**config.mk**
```make
export PLATFORM = sky130hd
export DESIGN_NAME = dpi_stream_ctx_mgr
export DESIGN_NICKNAME = d
export VERILOG_FILES = /design/src/rtl/dpi_stream_ctx_mgr.sv
export SDC_FILE = /design/constraint.sdc
export NUM_CORES = 2
export LEC_CHECK = 0
export BUFFER_PORTS_ARGS = -buffer_cell sky130_fd_sc_hd__buf_2
export CAP_MARGIN = 20
export CORE_AREA = 2 2 328 655
export DETAILED_ROUTE_END_ITERATION = 8
export DIE_AREA = 0 0 330 657
export MAX_ROUTING_LAYER = met4
export PLACE_DENSITY = 0.51
export SETUP_SLACK_MARGIN = 0.5
export SLEW_MARGIN = 30
export SYNTH_ARGS = -nofsm -noshare
export SYNTH_HDL_FRONTEND = slang
export SYNTH_SLANG_ARGS = --single-unit
```
**constraint.sdc**
```tcl
create_clock -name clk -period 9.4 [get_ports clk]
set_input_delay 0.47 -clock clk [delete_from_list [all_inputs] [get_ports clk]]
set_output_delay 0.47 -clock clk [all_outputs]
set_load 0.02 [all_outputs]
```
**src/rtl/dpi_stream_ctx_mgr.sv**
```systemverilog
// Per-stream context manager for one regex DFA: restores DFA state at packet start,
// drains the DFA pipeline after eop, then commits state and saturating match counts.
module dpi_stream_ctx_mgr #(
    parameter int NUM_STREAMS = 64,
    parameter int SID_W       = 6,
    parameter int STATE_W     = 11,
    parameter int CNT_W       = 16
) (
    input  logic               clk,
    input  logic               rst_n,
    input  logic               pkt_sop,
    input  logic [SID_W-1:0]   pkt_sid,
    input  logic               pkt_new_sid,
    input  logic               pkt_enable,
    input  logic [7:0]         char_in,
    input  logic               char_vld,
    input  logic               pkt_eop,
    output logic               run_rdy,
    output logic [7:0]         dfa_char,
    output logic               dfa_char_vld,
    output logic [STATE_W-1:0] dfa_state_ld,
    output logic               dfa_state_ld_vld,
    input  logic [STATE_W-1:0] dfa_state_cur,
    input  logic               dfa_accept,
    output logic               pkt_done,
    output logic               pkt_match,
    input  logic               rd_en,
    input  logic [SID_W-1:0]   rd_sid,
    output logic [CNT_W-1:0]   rd_data,
    output logic               rd_vld,
    input  logic               clr_all,
    output logic [CNT_W-1:0]   total_count,
    output logic               proto_err
);
    typedef enum logic [2:0] {IDLE, LOAD, RUN, DRAIN0, DRAIN1, COMMIT} fsm_t;

    localparam logic [CNT_W-1:0] CNT_MAX = '1;

    fsm_t                   fsm_q, fsm_d;
    logic [SID_W-1:0]       sid_q, sid_d;
    logic                   en_q, en_d;
    logic                   fired_q, fired_d;
    logic                   clr_pend_q, clr_pend_d;
    logic [NUM_STREAMS-1:0] valid_q, valid_d;
    logic [CNT_W-1:0]       total_q, total_d;
    logic [CNT_W-1:0]       rd_data_q, rd_data_d;
    logic                   rd_vld_q, rd_vld_d;
    logic                   proto_err_q, proto_err_d;
    logic                   run_rdy_q, run_rdy_d;
    logic                   pkt_done_q, pkt_done_d;
    logic                   pkt_match_q, pkt_match_d;
    logic                   ld_vld_q, ld_vld_d;
    logic [STATE_W-1:0]     ld_q, ld_d;
    logic                   char_vld_q, char_vld_d;
    logic [7:0]             char_q, char_d;
    logic                   acc_q;
    logic [STATE_W-1:0]     st_cur_q;

    logic [STATE_W-1:0]     state_mem [NUM_STREAMS];
    logic [CNT_W-1:0]       cnt_mem   [NUM_STREAMS];

    logic                   clr_now;
    logic                   commit_wr;
    logic [CNT_W-1:0]       cnt_base;
    logic [CNT_W-1:0]       cnt_new;

    always_comb begin
        clr_now   = (fsm_q == IDLE) && (clr_all || clr_pend_q);
        commit_wr = (fsm_q == COMMIT) && en_q;
        cnt_base  = valid_q[sid_q] ? cnt_mem[sid_q] : '0;
        cnt_new   = (fired_q && cnt_base != CNT_MAX) ? cnt_base + CNT_W'(1) : cnt_base;

        fsm_d       = fsm_q;
        sid_d       = sid_q;
        en_d        = en_q;
        fired_d     = fired_q;
        valid_d     = valid_q;
        total_d     = total_q;
        ld_d        = ld_q;
        clr_pend_d  = clr_pend_q | (clr_all && fsm_q != IDLE);
        proto_err_d = proto_err_q | (pkt_sop && fsm_q != IDLE)
                    | ((char_vld || pkt_eop) && fsm_q != RUN);
        char_vld_d  = char_vld && fsm_q == RUN;
        char_d      = char_vld_d ? char_in : char_q;

        case (fsm_q)
            IDLE: begin
                // A pending clear takes effect before a same-cycle sop looks up its context.
                if (clr_now) begin
                    valid_d    = '0;
                    total_d    = '0;
                    clr_pend_d = 1'b0;
                end
                if (pkt_sop) begin
                    fsm_d   = LOAD;
                    sid_d   = pkt_sid;
                    en_d    = pkt_enable;
                    fired_d = 1'b0;
                    ld_d    = (pkt_new_sid || clr_now || !valid_q[pkt_sid]) ? '0 : state_mem[pkt_sid];
                end
            end
            LOAD:   fsm_d = RUN;
            RUN: begin
                fired_d = fired_q | acc_q;
                if (pkt_eop) fsm_d = DRAIN0;
            end
            DRAIN0: begin
                fired_d = fired_q | acc_q;
                fsm_d   = DRAIN1;
            end
            DRAIN1: begin
                fired_d = fired_q | acc_q;
                fsm_d   = COMMIT;
            end
            COMMIT: begin
                fsm_d = IDLE;
                if (commit_wr) begin
                    valid_d[sid_q] = 1'b1;
                    if (fired_q && total_q != CNT_MAX) total_d = total_q + CNT_W'(1);
                end
            end
            default: fsm_d = IDLE;
        endcase

        run_rdy_d   = fsm_d == RUN;
        ld_vld_d    = fsm_d == LOAD;
        pkt_done_d  = fsm_d == COMMIT;
        pkt_match_d = (fsm_d == COMMIT) && en_q && fired_d;

        // A read of the stream being committed returns the post-commit count.
        rd_vld_d  = rd_en;
        rd_data_d = rd_data_q;
        if (rd_en) begin
            if (commit_wr && rd_sid == sid_q) rd_data_d = cnt_new;
            else                              rd_data_d = valid_q[rd_sid] ? cnt_mem[rd_sid] : '0;
        end
    end

    always_ff @(posedge clk) begin
        if (!rst_n) begin
            fsm_q       <= IDLE;
            sid_q       <= '0;
            en_q        <= 1'b0;
            fired_q     <= 1'b0;
            clr_pend_q  <= 1'b0;
            valid_q     <= '0;
            total_q     <= '0;
            rd_data_q   <= '0;
            rd_vld_q    <= 1'b0;
            proto_err_q <= 1'b0;
            run_rdy_q   <= 1'b0;
            pkt_done_q  <= 1'b0;
            pkt_match_q <= 1'b0;
            ld_vld_q    <= 1'b0;
            ld_q        <= '0;
            char_vld_q  <= 1'b0;
            char_q      <= '0;
            acc_q       <= 1'b0;
            st_cur_q    <= '0;
        end else begin
            fsm_q       <= fsm_d;
            sid_q       <= sid_d;
            en_q        <= en_d;
            fired_q     <= fired_d;
            clr_pend_q  <= clr_pend_d;
            valid_q     <= valid_d;
            total_q     <= total_d;
            rd_data_q   <= rd_data_d;
            rd_vld_q    <= rd_vld_d;
            proto_err_q <= proto_err_d;
            run_rdy_q   <= run_rdy_d;
            pkt_done_q  <= pkt_done_d;
            pkt_match_q <= pkt_match_d;
            ld_vld_q    <= ld_vld_d;
            ld_q        <= ld_d;
            char_vld_q  <= char_vld_d;
            char_q      <= char_d;
            acc_q       <= dfa_accept;
            st_cur_q    <= dfa_state_cur;
        end
    end

    always_ff @(posedge clk) begin
        if (rst_n && commit_wr) begin
            state_mem[sid_q] <= st_cur_q;
            cnt_mem[sid_q]   <= cnt_new;
        end
    end

    assign run_rdy          = run_rdy_q;
    assign dfa_char         = char_q;
    assign dfa_char_vld     = char_vld_q;
    assign dfa_state_ld     = ld_q;
    assign dfa_state_ld_vld = ld_vld_q;
    assign pkt_done         = pkt_done_q;
    assign pkt_match        = pkt_match_q;
    assign rd_data          = rd_data_q;
    assign rd_vld           = rd_vld_q;
    assign total_count      = total_q;
    assign proto_err        = proto_err_q;
endmodule

```
; ---- After elaboration in Yosys (flattened, before gate mapping)
; Memories as Yosys holds them, arrays and structs flattened. A register that Yosys moved wholly into a read port is not among the register bits.
; Index checks and enable logic that the tools add are counted.
[totals]
ff_bits = 146
ram_bits = 1728
inputBits = 41
out_inout_bits = 58
wordCells = 103
mem_count = 2
[memory_table]
columns = memory, words, word_bits, read_ports, rd_ports_with_merged_regs, wr, line
row1 = cnt_mem, 64, 16, 2, 1, 1, 60  ; logic [CNT_W-1:0] cnt_mem [NUM_STREAMS];
row2 = state_mem, 64, 11, 1, 0, 1, 59  ; logic [STATE_W-1:0] state_mem [NUM_STREAMS];
[op_classes]
add_sub_neg = 2
n_lt_le_gt_ge = 4
eq_ne = 15
n_mux = 31
n_bitwise = 5
reduce_logical = 25
[op_table]
columns = cell, count
row1 = $mux 64, 2
row2 = $pmux 64 s2, 1
row3 = $mux 16, 7
row4 = $or 64x64->64, 1
row5 = $add 16x1->16 const B, 2
row6 = $ne 16x16->1 const B, 2
row7 = $pmux 16 s2, 1
row8 = $lt 6x7->1 const B, 3
row9 = $bmux 1 s6, 3
row10 = $pmux 3 s5, 1
row11 = $logic_and 1x1->1, 13
row12 = $mux 6, 2
row13 = $mux 11, 1
row14 = $eq 3x2->1 const B, 3
row15 = $eq 3x3->1 const B, 3
row16 = $mux 1, 9
row17 = $demux 1 s6, 1
row18 = $eq 3x1->1 const B, 2
row19 = $eq 6x6->1, 1
row20 = $ge 6x1->1 const B, 1
row21 = $mux 3, 2
row22 = $logic_or 1x1->1, 4
row23 = $ne 2x2->1 const B, 2
row24 = $or 1x1->1, 4
row25 = 11 further kinds, 11

; ---- Logic depth before layout (Yosys ltp)
[logic_depth]
word_depth = 7
ltp_mapped = 18
mapped_depth_nobuf = 12

; ---- Least setup slack after synthesis
; Ideal clock, no wire load.
[synth_path]
kind = reg2reg
from = register sid_q[0]
to = memory cnt_mem[0][13] (data pin)
setup_ns = 0.682
arrival_time_ns = 5.895
t_required_ns = 8.718
slack_ns = 2.823
path_stages_with_launch = 17
path_buffers = 4
synth_period_minus_slack_ns = 6.577
cell_sequence = dfxtp_1 > buf_6 > mux4_2 > nor3b_2 > nor4_1 > o2111a_1 > and3_1 > buf_6 > buf_6 > clkbuf_1 > nor2_1 > ha_1 > and2_1 > nand3_1 > nor2_1 > o31a_1 > nor3_1
[synth_between]
elab_chain_cells = 6
word_cells_on_any_way = 7
classes_between = 1 x add/sub / 1 x eq/ne / 4 x mux / 1 x reduce/logical
[synth_rtl]
columns = item, line
row1 = start: declaration, 40  ; logic [SID_W-1:0] sid_q, sid_d;
row2 = start signal: assignment, 162  ; sid_q <= sid_d;
row3 = $bmux 1 s6 (*), 70  ; cnt_base = valid_q[sid_q] ? cnt_mem[sid_q] : '0;
row4 = $mux 1 (not written as such) (*), 70
row5 = $mux 16 (*), 70
row6 = branches (longest 2 deep; another with $add 16x1->16), --
row7 = $mux 16 (*), 71  ; cnt_new = (fired_q && cnt_base != CNT_MAX) ? cnt_base + CNT_W'(1) : cnt_base;
row8 = via cnt_new[13], 65  ; logic [CNT_W-1:0] cnt_new;
row9 = end: declaration, 60
; Mark *: on every way through the listed nets, which the timed path passes. The select of a mux whose other input is x is not followed.

==> impl_results.rst <==
.. list-table::
   :header-rows: 1

   * - Metric
     - Value
   * - Outcome
     - finished with violations
   * - Violated checks
     - DRC
   * - Max Fclk
     - 149 MHz
   * - Nets@finish
     - 4202
   * - IO Count
     - 99
   * - Critical hold path startpoint
     - pkt_sop
   * - Total Die Area
     - about 220000 sq um
   * - Parity-gate share of the synthesized area counting xor and xnor cells
     - 0.00307
   * - Ys Warns
     - 0
   * - Fraction of power spent switching nets
     - 0.233
   * - Worst ir drop on vdd
     - roughly 0.00016 V
   * - Sequential area share after synthesis
     - 0.667
   * - Max cap viols
     - 0
   * - Filler Cells Inserted
     - 18200
   * - Setup repair after global routing missed its margin
     - false
   * - Fraction of power consumed by sequential logic
     - 0.520
   * - M1 wire length
     - 99400 um
   * - Share of synthesized cell area in full adder, half adder and majority cells
     - 0.000304
   * - Compound-Gate Fraction of Synth Area
     - 0.0262
   * - CP startpoint kind
     - register
   * - Via count of the first global-routing pass
     - around 47000
   * - Post-detailed-route count of antenna-violating nets
     - 0
   * - Final Hold Fails
     - 0
   * - Total power divided by cell area
     - approximately 190 nW/um^2
   * - Placed standard-cell area
     - ~87000 sq um
   * - Initial DRC Count
     - 4732
   * - TritonCTS clock tree
     - yes
   * - Post-detail-place hpwl
     - around 180000 um
   * - Routed wire length
     - 300000 um
   * - Core box area
     - around 210000 sq um
   * - Final worst hold slack
     - about 0.033 ns
   * - Critical Path End Type
     - register
   * - Die X
     - ~330 um
   * - Setup Fix Bufs, Post-CTS
     - 0
   * - Vertical extent of the die
     - 657 um
   * - Crit Path Max Fanout
     - 44
   * - Pin count of the biggest net entering global routing
     - 79
   * - Cell count after synthesis
     - 3982
   * - Final core utilization
     - 0.437
   * - Number of optimization iterations in the first detailed-route pass
     - 9
   * - Count of cell types in the netlist
     - 110
   * - Routed wire length on met3
     - 16800 um
   * - Number of buffers created by CTS
     - 179
   * - Worst setup skew after layout
     - 0.0704 ns
   * - Logic gate share of total power
     - 0.079
   * - Type of the worst min-delay path
     - in2reg
   * - Predominant post-synthesis flop cell
     - edfxtp_1
   * - Antenna violations before repair
     - 4
   * - Dominant combinational cell family by area after synthesis
     - multiplexers
   * - Highest-count cells in the layout ignoring fill and taps
     - edfxtp_1 (1728), mux4_2 (842), clkbuf_16 (181)
   * - Area Overhead vs Synth
     - 12.3%
   * - Transition at the pin with the smallest max-transition slack
     - 1.09 ns
   * - IO buf count
     - 98
   * - Leak Pwr
     - 0.0288 uW
   * - Net Sw Power
     - 4140 uW
   * - Remaining Overflow, GRT
     - 0
   * - Remaining routing DRC violations
     - 21
   * - Synthesized area per cell
     - approximately 21 sq um
   * - Setup WS pre-CTS
     - between 2 and 3 ns
   * - Multiplexer area fraction after synthesis
     - 0.248
   * - Simple-gate share of the synthesized area
     - 0.0320
   * - Number of standard-cell rows in the floorplan
     - 239
   * - Total routing resource utilization after global routing
     - 0.285
   * - Post-route fraction of the period consumed by the critical path
     - 0.716
   * - Number of enable flip-flop cells after synthesis
     - around 1700
   * - Power share of the clock group
     - 0.401
   * - Data arrival time of the critical path
     - 7.33 ns
   * - Global-route wire length before repair
     - between 400000 and 500000 um
   * - Count of pins over their slew limit
     - 0
   * - Most common cell after layout, fill and taps aside
     - edfxtp_1
   * - Syn Nets
     - approximately 4000
   * - Clock net sink count
     - 1880
   * - Worst Setup Path Type
     - reg2reg
   * - Highest metal layer with signal wires
     - met4
   * - Number of H-tree levels
     - 4
   * - Rel. slew slack
     - 0.271
   * - Total via count in the routed design
     - roughly 45000
   * - Clk buf depth
     - 4
   * - Routed length on met2
     - 160000 um
   * - Starting utilization of the core area
     - 0.389
   * - Sum of negative setup slack
     - 0 ns
   * - Data required time of the worst path
     - 10.00 ns
   * - Time the worst path needs with I/O delays and setup
     - 6.73 ns
   * - Final setup margin
     - 2.67 ns
   * - Area of all placed cells without fillers
     - 92500 sq um
   * - Internal power
     - between 10000 and 15000 uW
   * - Post-CTS clock slew at the launch and capture registers of the worst setup and hold paths
     - 0.06 ns
   * - Detail-routed via count per cell
     - 6.36
   * - Clock Latency Late Sink
     - 0.88 ns
   * - Fraction of final layout cells with drive strength greater than 1
     - 0.351
   * - Root Driver
     - clkbuf_16
   * - Share of flip-flops with an asynchronous set or reset after synthesis
     - 0
   * - Setup violations, final
     - 0
   * - Routability congestion estimate
     - 0.910
   * - Post-synthesis sequential element count
     - 1880
   * - Post-synthesis cell area
     - 82400 sq um
   * - Routed length per instance
     - 42.4 um
-- cell usage after synthesis (5+ instances only) --
cell | count | share of area
a211oi_1 | 5 | 0.00046
a21oi_1 | 116 | 0.0070
a22oi_1 | 55 | 0.0050
a31oi_1 | 13 | 0.00099
a32oi_1 | 15 | 0.0016
and2_1 | 26 | 0.0020
and3_1 | 16 | 0.0012
buf_1 | 33 | 0.0015
buf_12 | 19 | 0.0046
buf_2 | 52 | 0.0032
buf_4 | 22 | 0.0020
buf_6 | 30 | 0.0041
buf_8 | 8 | 0.0015
clkbuf_1 | 112 | 0.0051
dfxtp_1 | 152 | 0.037
edfxtp_1 | 1728 | 0.63
inv_1 | 12 | 0.00055
mux2_2 | 16 | 0.0022
mux2i_1 | 59 | 0.0072
mux4_1 | 25 | 0.0080
mux4_2 | 842 | 0.23
nand2_1 | 112 | 0.0051
nand2b_1 | 13 | 0.00099
nand3_1 | 26 | 0.0016
nand3b_1 | 6 | 0.00055
nand4_1 | 8 | 0.00061
nor2_1 | 205 | 0.0093
nor2b_1 | 20 | 0.0015
nor3_1 | 15 | 0.00091
nor4_1 | 8 | 0.00061
nor4b_1 | 5 | 0.00053
o21ai_0 | 13 | 0.00079
o21ai_1 | 6 | 0.00036
o221ai_1 | 7 | 0.00074
o22a_1 | 7 | 0.00074
o22ai_1 | 14 | 0.0011
or2_2 | 8 | 0.00061
or3_1 | 6 | 0.00046
xnor2_1 | 15 | 0.0016
xor2_1 | 12 | 0.0013
-- layout make-up --
class | count | area [sq um] | share of cell area
Sequential cell | 1880 | 55000 | 0.594
Multi-Input combinational cell | 1805 | 26200 | 0.283
Clock inverter | 91 | 762 | 0.00823
Timing Repair Buffer | 278 | 2300 | 0.0249
Tap cell | 2771 | 3470 | 0.0375
Antenna cell | 1 | 2.50 | 0.0000270
Clock buffer | 228 | 4760 | 0.0514
Inverter | 15 | 61.3 | 0.000663
-- per-layer routing --
layer  vias to the layer above  track usage
met5                         -            -
met3                       795       0.0383
met2                      1997        0.497
li1                      17400            -
met4                         0        0.183
met1                     24700        0.301
-- timing repair --
action / CTS / global route
endpoints found under the hold margin: 27 / 0
resized for setup: 0 / 0
hold buffers: 25 / 0
-- state kept, by name, indices dropped and copies added (netlist names), 3 cells and up, named ones only --
signal,cells
state_mem,704
dfa_state_ld,11
valid_q,64
rd_data,16
total_count,16
st_cur_q,11
fsm_q,3
sid_q,6
dfa_char,8
cnt_mem,1024
-- final timing paths --
check                                                  to  slack, ns  depth (start not counted)
worst max-delay path            cnt_mem[15][13]$_DFFE_PP_       2.67                         13
worst min-delay path                  fsm_q[0]$_SDFF_PN0_       0.03                          3
worst max register to register  cnt_mem[15][13]$_DFFE_PP_       2.67                         13
worst min register to register   dfa_char[7]$_SDFFE_PN0P_       0.45                          2
-- power by group through the flow --
stage               Sequential (uW)  Clock, uW  Combinational [uW]
floorplan                      9360          0                 949
global route                   9220       7510                1450
detailed placement             9410          0                1400
global placement               9410          0                1390
finish                         9220       7120                1410
CTS                            9230       7250                1410
-- per-stage QoR --
stage                     total power, uW  cells
after floorplan                     10300   3982
after global placement              10800   6709
after detailed placement            10800   6723
after CTS                           17900   7067
after global routing                18200   7069
final                               17700   7069
-- kinds of logic (layout without fill, tap and decap cells) --
| kind of cell | count (synthesis) | count (layout) |
|---|---|---|
| flip-flops | 1880 | 1880 |
| AND/OR/NAND/NOR | 521 | 521 |
| XOR/XNOR | 28 | 28 |
| multiplexers | 944 | 944 |
| buffers and inverters | 297 | 612 |
| AO/OA/AOI/OAI | 310 | 310 |
| adder cells (fa/ha/maj) | 2 | 2 |
| other | 0 | 1 |
-- critical path: stages (launching register included) --
cell and delay (ns):
dfxtp_4 0.95, buf_4 0.66, buf_4 0.51, mux4_2 0.56
a22oi_1 0.23, a21oi_1 0.12, nor4_1 0.80, buf_4 0.30
o21bai_2 0.20, or4_1 0.39, nor2_1 0.13, o31a_1 0.34
nor3_4 0.64, buf_4 0.49
Note: power is estimated with default switching activity, not from simulation.
